**src/rtl/corr_pkg.sv**
```systemverilog
// Shared types and constants for the correlator frame scheduler and its byte serializer.
package corr_pkg;

   // Integration sequencer states
   typedef enum logic [2:0] {
      INT_IDLE,
      INT_CLEAR,
      INT_INTEGRATE,
      INT_SETTLE,
      INT_SNAP
   } int_state_e;

   // Serializer states; each names the byte currently presented on tx_data
   typedef enum logic [2:0] {
      TX_IDLE,
      TX_HDR0,
      TX_HDR1,
      TX_BODY,
      TX_CSUM
   } tx_state_e;

   localparam logic [7:0] SYNC_BYTE_DEFAULT = 8'hA5;

   // Bytes on the wire for one frame: sync, count, payload bytes, checksum
   function automatic int unsigned frame_bytes(input int unsigned payload_size);
      return payload_size / 8 + 3;
   endfunction

endpackage

```
**src/rtl/corr_frame_tx.sv**
```systemverilog
// Snapshot buffer plus valid/ready byte serializer for one correlator frame.
// The buffer is captured on load_i and then shifted out MSB byte first while
// the checksum is built from the bytes as they are placed on tx_data.
module corr_frame_tx
   import corr_pkg::*;
#(
   parameter int         PAYLOAD_SIZE = 96,
   parameter logic [7:0] SYNC_BYTE    = SYNC_BYTE_DEFAULT
) (
   input  logic                    clk,
   input  logic                    reset,
   input  logic                    load_i,
   input  logic [PAYLOAD_SIZE-1:0] payload_i,
   input  logic [7:0]              count_i,
   input  logic                    tx_ready_i,
   output logic [7:0]              tx_data_o,
   output logic                    tx_valid_o,
   output logic                    idle_o
);

   localparam int unsigned       NUM_BODY = frame_bytes(PAYLOAD_SIZE) - 3;
   localparam int                IDX_W    = $clog2(NUM_BODY + 1);
   localparam logic [IDX_W-1:0]  LAST_IDX = IDX_W'(NUM_BODY);

   tx_state_e               state_q;
   logic [PAYLOAD_SIZE-1:0] shadow_q;
   logic [7:0]              count_q;
   logic [7:0]              data_q;
   logic                    valid_q;
   logic [7:0]              csum_q;
   logic [IDX_W-1:0]        idx_q;

   logic                    xfer;
   logic                    launch;
   logic [7:0]              top_byte;

   assign xfer     = valid_q & tx_ready_i;
   assign top_byte = shadow_q[PAYLOAD_SIZE-1 -: 8];

   // The checksum handshake cycle counts as idle so a new snapshot can chain on directly
   assign idle_o = (state_q == TX_IDLE) || ((state_q == TX_CSUM) && xfer);
   assign launch = load_i && idle_o;

   assign tx_data_o  = data_q;
   assign tx_valid_o = valid_q;

   // Serializer: a launch captures the payload and presents sync; each accepted byte loads the next one
   always_ff @(posedge clk or negedge reset) begin
      if (!reset) begin
         state_q  <= TX_IDLE;
         shadow_q <= '0;
         count_q  <= '0;
         data_q   <= '0;
         valid_q  <= 1'b0;
         csum_q   <= '0;
         idx_q    <= '0;
      end else if (launch) begin
         state_q  <= TX_HDR0;
         shadow_q <= payload_i;
         count_q  <= count_i;
         data_q   <= SYNC_BYTE;
         valid_q  <= 1'b1;
         csum_q   <= '0;
         idx_q    <= '0;
      end else begin
         unique case (state_q)
            TX_HDR0: begin
               if (xfer) begin
                  data_q  <= count_q;
                  state_q <= TX_HDR1;
               end
            end
            TX_HDR1: begin
               if (xfer) begin
                  data_q   <= top_byte;
                  csum_q   <= top_byte;
                  shadow_q <= shadow_q << 8;
                  idx_q    <= IDX_W'(1);
                  state_q  <= TX_BODY;
               end
            end
            TX_BODY: begin
               if (xfer) begin
                  if (idx_q == LAST_IDX) begin
                     data_q  <= csum_q;
                     state_q <= TX_CSUM;
                  end else begin
                     data_q   <= top_byte;
                     csum_q   <= csum_q ^ top_byte;
                     shadow_q <= shadow_q << 8;
                     idx_q    <= idx_q + IDX_W'(1);
                  end
               end
            end
            TX_CSUM: begin
               if (xfer) begin
                  valid_q <= 1'b0;
                  state_q <= TX_IDLE;
               end
            end
            default: begin
               valid_q <= 1'b0;
               state_q <= TX_IDLE;
            end
         endcase
      end
   end

endmodule

```
**src/rtl/corr_scheduler.sv**
```systemverilog
// Sequences one correlator through clear / integrate / settle / snapshot frames and
// hands each snapshot to the framed byte serializer, which runs while the next frame integrates.
module corr_scheduler
   import corr_pkg::*;
#(
   parameter int         PAYLOAD_SIZE  = 96,
   parameter int         SETTLE_CYCLES = 2,
   parameter logic [7:0] SYNC_BYTE     = SYNC_BYTE_DEFAULT
) (
   input  logic                    clk,
   input  logic                    reset,
   input  logic                    start,
   input  logic                    stop,
   input  logic                    continuous,
   input  logic [31:0]             integration_ticks,
   input  logic                    tick,
   input  logic [PAYLOAD_SIZE-1:0] pulses,
   output logic                    corr_enable,
   output logic                    corr_clear,
   output logic [7:0]              tx_data,
   output logic                    tx_valid,
   input  logic                    tx_ready,
   output logic                    busy,
   output logic [7:0]              frame_count,
   output logic                    overrun
);

   if (((PAYLOAD_SIZE % 8) != 0) || (PAYLOAD_SIZE < 8)) begin : g_bad_payload
      $error("corr_scheduler: PAYLOAD_SIZE must be a nonzero multiple of 8");
   end

   if (SETTLE_CYCLES < 1) begin : g_bad_settle
      $error("corr_scheduler: SETTLE_CYCLES must be at least 1");
   end

   localparam int               SET_W     = (SETTLE_CYCLES > 1) ? $clog2(SETTLE_CYCLES) : 1;
   localparam logic [SET_W-1:0] SET_LAST  = SET_W'(SETTLE_CYCLES - 1);

   int_state_e       state_q;
   logic [31:0]      n_q;
   logic [31:0]      n_d;
   logic [31:0]      tick_cnt_q;
   logic [31:0]      tick_cnt_d;
   logic [SET_W-1:0] settle_cnt_q;
   logic             continuous_q;
   logic             corr_enable_q;
   logic             corr_clear_q;
   logic [7:0]       frame_count_q;
   logic             overrun_q;

   logic             tx_idle;
   logic             snap_load;

   // A zero frame length would never complete, so it is run as a single tick
   assign n_d        = (integration_ticks == 32'd0) ? 32'd1 : integration_ticks;
   assign tick_cnt_d = tick_cnt_q + 32'd1;
   assign snap_load  = (state_q == INT_SNAP) && tx_idle;

   assign corr_enable = corr_enable_q;
   assign corr_clear  = corr_clear_q;
   assign frame_count = frame_count_q;
   assign overrun     = overrun_q;
   assign busy        = (state_q != INT_IDLE) || tx_valid;

   // Integration sequencer with registered correlator controls, frame counter and overrun flag
   always_ff @(posedge clk or negedge reset) begin
      if (!reset) begin
         state_q       <= INT_IDLE;
         n_q           <= '0;
         tick_cnt_q    <= '0;
         settle_cnt_q  <= '0;
         continuous_q  <= 1'b0;
         corr_enable_q <= 1'b0;
         corr_clear_q  <= 1'b0;
         frame_count_q <= '0;
         overrun_q     <= 1'b0;
      end else begin
         unique case (state_q)
            INT_IDLE: begin
               if (start && !stop) begin
                  state_q       <= INT_CLEAR;
                  continuous_q  <= continuous;
                  overrun_q     <= 1'b0;
                  corr_enable_q <= 1'b1;
                  corr_clear_q  <= 1'b1;
               end
            end
            INT_CLEAR: begin
               corr_clear_q <= 1'b0;
               if (stop) begin
                  state_q       <= INT_IDLE;
                  corr_enable_q <= 1'b0;
               end else begin
                  state_q    <= INT_INTEGRATE;
                  n_q        <= n_d;
                  tick_cnt_q <= '0;
               end
            end
            INT_INTEGRATE: begin
               if (stop) begin
                  state_q       <= INT_IDLE;
                  corr_enable_q <= 1'b0;
               end else if (tick) begin
                  tick_cnt_q <= tick_cnt_d;
                  if (tick_cnt_d == n_q) begin
                     state_q       <= INT_SETTLE;
                     corr_enable_q <= 1'b0;
                     settle_cnt_q  <= '0;
                  end
               end
            end
            INT_SETTLE: begin
               if (stop) begin
                  state_q <= INT_IDLE;
               end else if (settle_cnt_q == SET_LAST) begin
                  state_q <= INT_SNAP;
               end else begin
                  settle_cnt_q <= settle_cnt_q + SET_W'(1);
               end
            end
            INT_SNAP: begin
               frame_count_q <= frame_count_q + 8'd1;
               if (!tx_idle) begin
                  overrun_q <= 1'b1;
               end
               if (continuous_q && !stop) begin
                  state_q       <= INT_CLEAR;
                  corr_enable_q <= 1'b1;
                  corr_clear_q  <= 1'b1;
               end else begin
                  state_q <= INT_IDLE;
               end
            end
            default: begin
               state_q       <= INT_IDLE;
               corr_enable_q <= 1'b0;
               corr_clear_q  <= 1'b0;
            end
         endcase
      end
   end

   corr_frame_tx #(
      .PAYLOAD_SIZE (PAYLOAD_SIZE),
      .SYNC_BYTE    (SYNC_BYTE)
   ) u_frame_tx (
      .clk        (clk),
      .reset      (reset),
      .load_i     (snap_load),
      .payload_i  (pulses),
      .count_i    (frame_count_q),
      .tx_ready_i (tx_ready),
      .tx_data_o  (tx_data),
      .tx_valid_o (tx_valid),
      .idle_o     (tx_idle)
   );

endmodule

```
**config.mk**
```make
export PLATFORM = sky130hd
export DESIGN_NAME = corr_scheduler
export DESIGN_NICKNAME = d
export VERILOG_FILES = /design/src/rtl/corr_pkg.sv /design/src/rtl/corr_frame_tx.sv /design/src/rtl/corr_scheduler.sv
export SDC_FILE = /design/constraint.sdc
export NUM_CORES = 1
export LEC_CHECK = 0
export ABC_AREA = 1
export CAP_MARGIN = 20
export CORE_MARGIN = 2
export CORE_UTILIZATION = 49
export CTS_CLUSTER_DIAMETER = 30
export DETAILED_ROUTE_END_ITERATION = 12
export PLACE_DENSITY = 0.78
export SKIP_CTS_REPAIR_TIMING = 1
export SYNTH_ARGS = -nofsm -noshare
export SYNTH_HDL_FRONTEND = slang
export SYNTH_SLANG_ARGS = --single-unit
```
**constraint.sdc**
```tcl
create_clock -name clk -period 2 [get_ports clk]
set_input_delay 0.4 -clock clk [delete_from_list [all_inputs] [get_ports clk]]
set_output_delay 0.4 -clock clk [all_outputs]
set_load 0.02 [all_outputs]
```
==> run_results.csv, run 1 <==
group,metric,value,unit
setup_path,slowest_stage,"dfrtp_1",
clock_tree,cts_root_buffer,"clkbuf_16",
power,pwr_density_cell,1260,nW/µm²
logic_synthesis,synth_top_area_frac,0.497,
grt,grt_pass1_vias,10500,
cells_and_area,fin_area,15700,µm²
grt,grt_pass1_wl,50.9,mm
grt,antenna_found_initial,0,
logic_synthesis,yosysSeqAreaShare,0.497,
place,io_buffers,155,
setup_path,worstPathRequired,2410,ps
die,die_area,22600,µm²
cells_and_area,antennaDiodeCount,0,
place,pre_cts_ws,-354,ps
die,start_util,0.498,
timing,tns,-1660,ps
timing,finalCritPeriodShare,1.19,
logic_synthesis,yosysUniqueCellTypes,36,
route,wl_per_cell,18.1,µm
timing,grt_setup_unrepaired,"true",
route,drtIter0Drc,767,
logic_synthesis,synth_warnings,0,
route,vias,10700,
grt,grt_use_total,0.284,
setup_path,worstPathMaxFanout,5,
job,maxCapViolations,0,
setup_path,crit_path_start_kind,"flop",
timing,fin_crit,2380,ps
cells_and_area,final_nets,1765,
clock_tree,cts_buffers,44,
timing,finalMaxSlewViolations,0,
grt,grt-ovfl-total,0,
power,irDropWorstVdd,0.762,mV
logic_synthesis,synth_area_leaders,"dfrtp_1, nand2_1, inv_1",
grt,grt_max_degree,60,
place,placed_area,13400,µm²
logic_synthesis,synth_top_flop_cell,"dfrtp_1",
die,ios,156,
die,die_w,150,µm
setup_path,crit_type,"flop to flop",
setup_path,cpLargestDelayFamily,"simple AND/OR/NAND/NOR gates",
timing,setup_viol,8,
setup_path,end_kind,"flop",
logic_synthesis,async_flop_share,1.00,
cells_and_area,area.growth.synth_to_final,50.0,%
cells_and_area,layout.cells.non_filler,1935,
outcome,status,"complete, but fails checks",
timing,relSlewSlack,0.654,
logic_synthesis,synth_fp_nets,1440,
setup_path,cp.arrival,2790,ps
route,ant_nets,0,
cells_and_area,drive_above_1_share,0.195,
place,place_hpwl,22.1,mm
logic_synthesis,yosysTopAreaCell,"dfrtp_1",
die,die_h,150,µm
clock_tree,cts_max_level,2,
outcome,violations,"negative setup slack",
place,place.gp.congestion,0.973,
timing,fin_worst_skew,37.5,ps
die,core,21000,µm²
clock_tree,path_clk_slew,40,ps
timing,timing.final.ws_setup,-379,ps
place,dp_cells,1828,
clock_tree,clockBufferDepth,3,
logic_synthesis,netlist_instances,1301,
setup_path,worst-path-buf-inv,2,
clock_tree,clk_latency,550,ps
setup_path,crit_top_cell,"nand2_1",
route,routed_wl,35.0,mm
setup_path,slowest_delay,350,ps
logic_synthesis,synth_area_per_cell,8.05,µm²
logic_synthesis,synth_seq_cells,208,
clock_tree,cts_tree,"built",
clock_tree,cts_sinks,208,
logic_synthesis,synth.cell_area,10500,µm²
die,num_rows,53,
setup_path,cp_cell_sequence,"buf_4 > nand2_1 > nor2_4 > nand2_4 > nor2_1 > buf_4 > nand2_1 > nand2_1 > nand2_1 > nand2_1 > nand2_1 > nor2_1 > nand2_1 > nor2_2 > nand4_1 > nand2_2 > nand2_1 > nand2_1 > nand2_1",
logic_synthesis,synth-edff-count,0,
timing,timing.fmax,420,MHz
route,drc_errors,0,
timing,holdWs,397,ps
power,p_leak,7.50,nW
route,drt_pass1_iterations,5,
route,vias_per_cell,5.54,
timing,hold_violations,0,
min_path,hold_path_class,"input port to async pin",
timing,tightest_slew,519,ps
==> cell usage after synthesis (6+ instances only) <==
cell type,count
nand4_1,6
dfrtp_1,208
buf_2,11
o21ai_0,57
inv_1,199
xor2_1,17
clkbuf_1,30
nand3b_1,13
nor4_1,7
a21oi_1,15
nor2_4,6
nor2_2,11
nor2_1,78
o211ai_1,11
nand3_1,69
o22ai_1,33
o221ai_1,76
nand2_1,406
==> power breakdown <==
group / internal, W / switching, W
combinational: 0.00234 / 0.00322
sequential: 0.00568 / 0.000800
clock: 0.00537 / 0.00244
==> worst register-to-register path, stage by stage (launching register included) <==
cell and delay, ps:
dfrtp_1 350, buf_4 130, nand2_1 80, nor2_4 180, nand2_4 100, nor2_1 90, buf_4 140, nand2_1 70
nand2_1 90, nand2_1 70, nand2_1 60, nand2_1 50, nor2_1 180, nand2_1 100, nor2_2 130, nand4_1 140
nand2_2 150, nand2_1 60, nand2_1 60, nand2_1 50
==> final timing paths <==
path,startpoint,end,slack [ps],depth (start not counted)
max in group asynchronous,reset,u_frame_tx.shadow_q[6],910,3
min in group clk,pulses[2],u_frame_tx.shadow_q[2],440,3
min,reset,n_q[8],400,2
max reg2reg,tick_cnt_q[1],corr_enable,-380,19
max,tick_cnt_q[1],corr_enable,-380,19
min reg2reg,n_q[5],n_q[5],500,2
==> area by class of cell <==
class,instances,area [µm²]
clock buffers,57,1230
clock inverters,23,382
fillers,1399,5320
inverters,202,766
multi-input cells,845,4560
flip-flops and latches,208,5210
well taps,275,344
repair buffers,325,3210
==> cells by family (layout without fill, tap and decap cells) <==
kind of cell,after synthesis,after routing,share of synthesized area
xor gates and xnor gates,24,24,0.0240
AOI/OAI and AO/OA,212,212,0.141
buffers and inverters,248,607,0.0906
adders and majority gates,4,4,0.00478
and+or+nand+nor,605,605,0.243
DFF,208,208,0.497
==> registers in the layout (all words and copies together), names as in the netlist <==
register               cells
continuous_q               1
corr_clear                 1
corr_enable                1
frame_count                8
n_q                       32
overrun                    1
settle_cnt_q               1
state_q                    3
tick_cnt_q                32
u_frame_tx.count_q         8
u_frame_tx.csum_q          8
u_frame_tx.idx_q           4
u_frame_tx.shadow_q       96
u_frame_tx.state_q         3
u_frame_tx.tx_data_o       8
u_frame_tx.tx_valid_o      1
==> cell usage in the layout (no fill, tap or decap), drive strengths merged <==
cell type / count
nand3: 69
o211ai: 11
dlygate4sd3: 1
clkdlybuf4s50: 145
nor4: 7
nand3b: 13
dfrtp: 208
ha: 4
o221ai: 76
a21oi: 16
xnor2: 4
dlymetal6s2s: 8
nand4: 6
bufinv: 8
clkinvlp: 2
a31oi: 3
clkbuf: 68
xor2: 17
o22ai: 33
xnor3: 3
inv: 200
a22o: 5
o21ai: 61
buf: 160
nor3: 2
clkinv: 15
nor2: 95
nand2: 413
o31ai: 1
a22oi: 3
a221oi: 3
==> stage by stage <==
stage,power (W),utilization
final,0.0198,0.747
after global routing,0.0208,0.747
after CTS,0.0194,0.715
after detailed placement,0.0115,0.638
after global placement,0.0113,0.638
after floorplan,0.00941,-
==> layer usage <==
layer | GRT usage | up-vias | part of all wire
li1 | - | 4930 | -
met2 | 0.496 | 524 | 0.50
met3 | 0.0588 | 103 | 0.073
met5 | 0 | - | 0
met1 | 0.349 | 5155 | 0.39
met4 | 0.0981 | 0 | 0.035
No activity file was read; power rests on OpenSTA's default activity.
==> run 2: changes to the inputs <==
- CORE_MARGIN: 2 -> 5
- CTS_CLUSTER_SIZE: unset -> 20
==> run_results.csv, run 2 (synthesized netlist as in run 1, its figures left out) <==
group,metric,value,unit
timing,tightest_slew,385,ps
timing,timing.final.ws_setup,-506,ps
clock_tree,cts_sinks,208,
power,finalPower,0.0202,W
die,die_h,156,µm
grt,grt-ovfl-total,0,
cells_and_area,largest_register_ffs,96,
power,p_leak,7.42,nW
cells_and_area,antennaDiodeCount,0,
clock_tree,path_clk_slew,50,ps
clock_tree,cts_tree,"built",
grt,grt_use_total,0.258,
route,drtIter0Drc,808,
setup_path,r2r-start,"tick_cnt_q[1]",
setup_path,worstPathRequired,2410,ps
power,pwr_density_cell,1300,nW/µm²
timing,fin_worst_skew,20.9,ps
cells_and_area,fin_area,15500,µm²
grt,grt_pass1_vias,10900,
power,irDropWorstVdd,0.751,mV
timing,tns,-2330,ps
cells_and_area,num-fill-cells,1422,
timing,grt_setup_unrepaired,"true",
timing,finalCritPeriodShare,1.25,
route,routed_wl,33.4,mm
setup_path,crit_start,"tick_cnt_q[1]",
clock_tree,clk_latency,530,ps
cells_and_area,final_nets,1743,
setup_path,crit_type,"flop to flop",
cells_and_area,top_regs,"u_frame_tx.shadow_q x96, n_q x32, tick_cnt_q x32",
place,place.gp.congestion,0.972,
job,maxCapViolations,0,
setup_path,crit_path_start_kind,"flop",
cells_and_area,area.growth.synth_to_final,48.1,%
timing,hold_violations,0,
setup_path,worstPathMaxFanout,7,
timing,relSlewSlack,0.743,
place,place_hpwl,22.1,mm
route,vias,10500,
timing,fin_crit,2510,ps
grt,antenna_found_initial,0,
route,ant_nets,0,
cells_and_area,final_cell_mix,"nand2_1, dfrtp_1, inv_1",
route,drc_errors,0,
setup_path,end_kind,"flop",
route,drt_pass1_iterations,5,
route,wl_per_cell,17.5,µm
cells_and_area,regMostFlops,"u_frame_tx.shadow_q",
timing,finalMaxSlewViolations,0,
setup_path,cp.arrival,2920,ps
die,num_rows,53,
place,io_buffers,155,
grt,grt_pass1_wl,51.5,mm
timing,timing.fmax,399,MHz
cells_and_area,layout_commonest_cell,"nand2_1",
clock_tree,cts_buffers,44,
place,placed_area,13300,µm²
min_path,hold_path_class,"input port to async pin",
grt,grt_max_degree,67,
place,pre_cts_ws,-372,ps
route,vias_per_cell,5.50,
clock_tree,clockBufferDepth,3,
die,die_area,24400,µm²
outcome,status,"complete, but fails checks",
die,die_w,156,µm
outcome,violations,"negative setup slack",
cells_and_area,drive_above_1_share,0.180,
die,ios,156,
clock_tree,cts_root_buffer,"clkbuf_16",
die,core,21000,µm²
die,start_util,0.498,
timing,setup_viol,10,
clock_tree,cts_max_level,2,
## run 2: metal layers
metal	track usage	up-vias	routed length, µm
met1	0.321	5005	12800
met2	0.432	531	16500
li1	-	4893	-
met3	0.0555	103	2810
met4	0.120	0	1340
met5	0	-	0
## run 2: power breakdown
group / leakage, nW / internal [W] / switching (W)
logic: 4.16 / 0.00232 / 0.00316
registers: 2.44 / 0.00567 / 0.000807
clock network: 0.823 / 0.00581 / 0.00243
## run 2: final timing paths
check / endpoint / slack [ps] / cells after the start
hold reg to reg: u_frame_tx.tx_data_o[3] / 490 / 2
setup reg to reg: state_q[1] / -510 / 19
hold / removal: n_q[9] / 380 / 2
min in group clk: u_frame_tx.shadow_q[6] / 440 / 3
setup / recovery: state_q[1] / -510 / 19
max in group asynchronous: u_frame_tx.csum_q[2] / 930 / 3
## run 2: area by class of cell
class / instances / area [µm²] / share of cell area
multi-input combinational: 845 / 4540 / 0.293
sequential: 208 / 5200 / 0.336
clock inverter: 26 / 454 / 0.0293
clock buffer: 55 / 1230 / 0.0795
tap: 275 / 344 / 0.0222
timing repair buffer: 303 / 2970 / 0.191
inverter: 202 / 766 / 0.0494
## run 2: metrics by stage
step | cells | hold slack, ps | util
3_3_place_gp | 1814 | 348 | 0.631
5_1_grt | 1914 | 415 | 0.738
6_report | 1914 | 375 | 0.738
4_1_cts | 1895 | -183 | 0.711
2_1_floorplan | 1301 | 104 | -
3_5_place_dp | 1814 | 350 | 0.631
## run 2: critical path, stage by stage (launching register included)
cell,delay [ps]
dfrtp_1,410
ha_4,180
nand2_4,50
nor2_4,190
buf_12,150
nand2_4,60
nor2_4,200
nand2_1,90
nand2_1,90
nand2_1,70
nand2_1,60
nand2_1,50
nor2_1,110
nand2_1,80
nor2_2,130
nand4_1,180
nand2_2,150
nand2_2,60
nand2_1,60
nand2_1,40
==> run 3: changes to the inputs <==
- PLACE_DENSITY: 0.78 -> 0.79
==> run_results.csv, run 3 (synthesized netlist as in run 1, its figures left out) <==
group,metric,value,unit
outcome,status,"complete, but fails checks",
outcome,violations,"negative setup slack",
setup_path,worstPathMaxFanout,5,
cells_and_area,largest_register_ffs,96,
timing,relSlewSlack,0.675,
min_path,hold_path_class,"input port to async pin",
grt,grt-ovfl-total,0,
power,p_leak,7.52,nW
route,drt_pass1_iterations,5,
cells_and_area,num-fill-cells,1314,
die,die_area,24400,µm²
setup_path,worstPathRequired,2440,ps
clock_tree,path_clk_slew,50,ps
route,wl_per_cell,18.5,µm
setup_path,crit_path_start_kind,"flop",
clock_tree,cts_buffers,47,
place,place.gp.congestion,0.941,
setup_path,end_kind,"flop",
timing,finalMaxSlewViolations,0,
place,place_hpwl,22.4,mm
cells_and_area,final_cell_mix,"nand2_1, dfrtp_1, inv_1",
clock_tree,cts_max_level,2,
setup_path,cp.arrival,2860,ps
timing,fin_worst_skew,49.1,ps
cells_and_area,top_regs,"u_frame_tx.shadow_q x96, n_q x32, tick_cnt_q x32",
timing,hold_violations,0,
cells_and_area,multi_input_area,4790,µm²
die,num_rows,53,
timing,timing.final.ws_setup,-425,ps
cells_and_area,area.growth.synth_to_final,51.6,%
setup_path,crit_type,"flop to flop",
power,irDropWorstVdd,0.916,mV
route,ant_nets,0,
grt,grt_pass1_vias,10800,
timing,finalCritPeriodShare,1.21,
power,pwr_density_cell,1290,nW/µm²
grt,antenna_found_initial,1,
timing,grt_setup_unrepaired,"true",
route,vias,10900,
place,dp_cells,1823,
timing,fin_crit,2430,ps
cells_and_area,layout_commonest_cell,"nand2_1",
die,die_w,156,µm
place,io_buffers,155,
die,die_h,156,µm
die,ios,156,
job,maxCapViolations,0,
clock_tree,cts_sinks,208,
grt,grt_pass1_wl,52.5,mm
cells_and_area,drive_above_1_share,0.209,
cells_and_area,final_nets,1759,
die,start_util,0.498,
setup_path,crit_top_cell,"nand2_1",
cells_and_area,ff_latch_area,5210,µm²
power,finalPower,0.0204,W
timing,holdWs,356,ps
clock_tree,cts_tree,"built",
timing,tightest_slew,486,ps
place,pre_cts_ws,-375,ps
grt,grt_max_degree,48,
clock_tree,cts_root_buffer,"clkbuf_16",
clock_tree,clockBufferDepth,3,
setup_path,slowest_delay,400,ps
route,routed_wl,35.8,mm
cells_and_area,layout.cells.non_filler,1933,
grt,grt_use_total,0.265,
clock_tree,clk_latency,560,ps
timing,setup_viol,5,
cells_and_area,regMostFlops,"u_frame_tx.shadow_q",
timing,timing.fmax,412,MHz
setup_path,cp_cell_sequence,"nand2_1 > nor2_4 > nand2_1 > nor2_4 > buf_4 > nand3_1 > nand3_1 > nand2_1 > nor2_1 > nand2_1 > nor2_4 > buf_4 > nand3_1 > nand2_1 > nand3_2 > nand2_1 > nand2_1",
route,drc_errors,0,
die,core,21000,µm²
route,vias_per_cell,5.62,
route,drtIter0Drc,804,
setup_path,slowest_stage,"dfrtp_1",
-- run 3: cell count changes in the layout (fill, tap and decap cells not counted), moves of 3 or more --
cell       change
nand2_2        +5
o21ai_1        +3
bufinv_16      -5
nor2_2         +3
o221ai_2      +21
buf_4          +9
o21ai_0        -3
o221ai_1      -26
nand2_1        -3
clkinv_4       +4
o221ai_4       +5
nor2_1         -5
-- run 3: report_power, final --
group          switching (W)  internal [W]  total, W
Clock                0.00267       0.00543   0.00810
Sequential          0.000816       0.00568   0.00649
Combinational        0.00339       0.00244   0.00583
-- run 3: cell type report --
cell class                      count  share of cell area
Sequential cell                   208               0.328
Multi-Input combinational cell    845               0.301
Timing Repair Buffer              315               0.194
Clock buffer                       59              0.0813
Inverter                          202              0.0485
Clock inverter                     27              0.0248
Tap cell                          275              0.0217
Timing Repair inverter              1            0.000394
Antenna cell                        1            0.000158
-- run 3: worst max-delay path, delay by kind of cell, from the launching register on --
family        cells  cell delay, ps
buf+inv           2             260
flops             1             400
simple gates     15            1660
-- run 3: worst paths after layout --
| kind | slack [ps] | startpoint | end | cells after the start |
|---|---|---|---|---|
| max reg2reg | -430 | tick_cnt_q[10] | settle_cnt_q | 17 |
| min in group clk | 430 | pulses[5] | u_frame_tx.shadow_q[5] | 3 |
| min | 360 | reset | n_q[8] | 2 |
| max in group asynchronous | 1000 | reset | u_frame_tx.shadow_q[9] | 3 |
| max | -430 | tick_cnt_q[10] | settle_cnt_q | 17 |
| min reg2reg | 480 | u_frame_tx.tx_data_o[3] | u_frame_tx.tx_data_o[3] | 2 |
-- run 3: metrics by stage --
step | utilization | area (µm²) | setup TNS (ps)
floorplan | - | 10500 | -55.3
global placement | 0.637 | 13400 | -6680
detailed placement | 0.637 | 13400 | -9140
CTS | 0.717 | 15100 | -3250
global route | 0.755 | 15900 | -3780
finish | 0.755 | 15900 | -1960
-- run 3: metal layers --
metal | routed length [µm] | up-vias | global-route usage
li1 | - | 4929 | -
met1 | 13300 | 5222 | 0.329
met2 | 17700 | 585 | 0.442
met3 | 3020 | 137 | 0.0574
met4 | 1800 | 0 | 0.125
met5 | 0 | - | 0
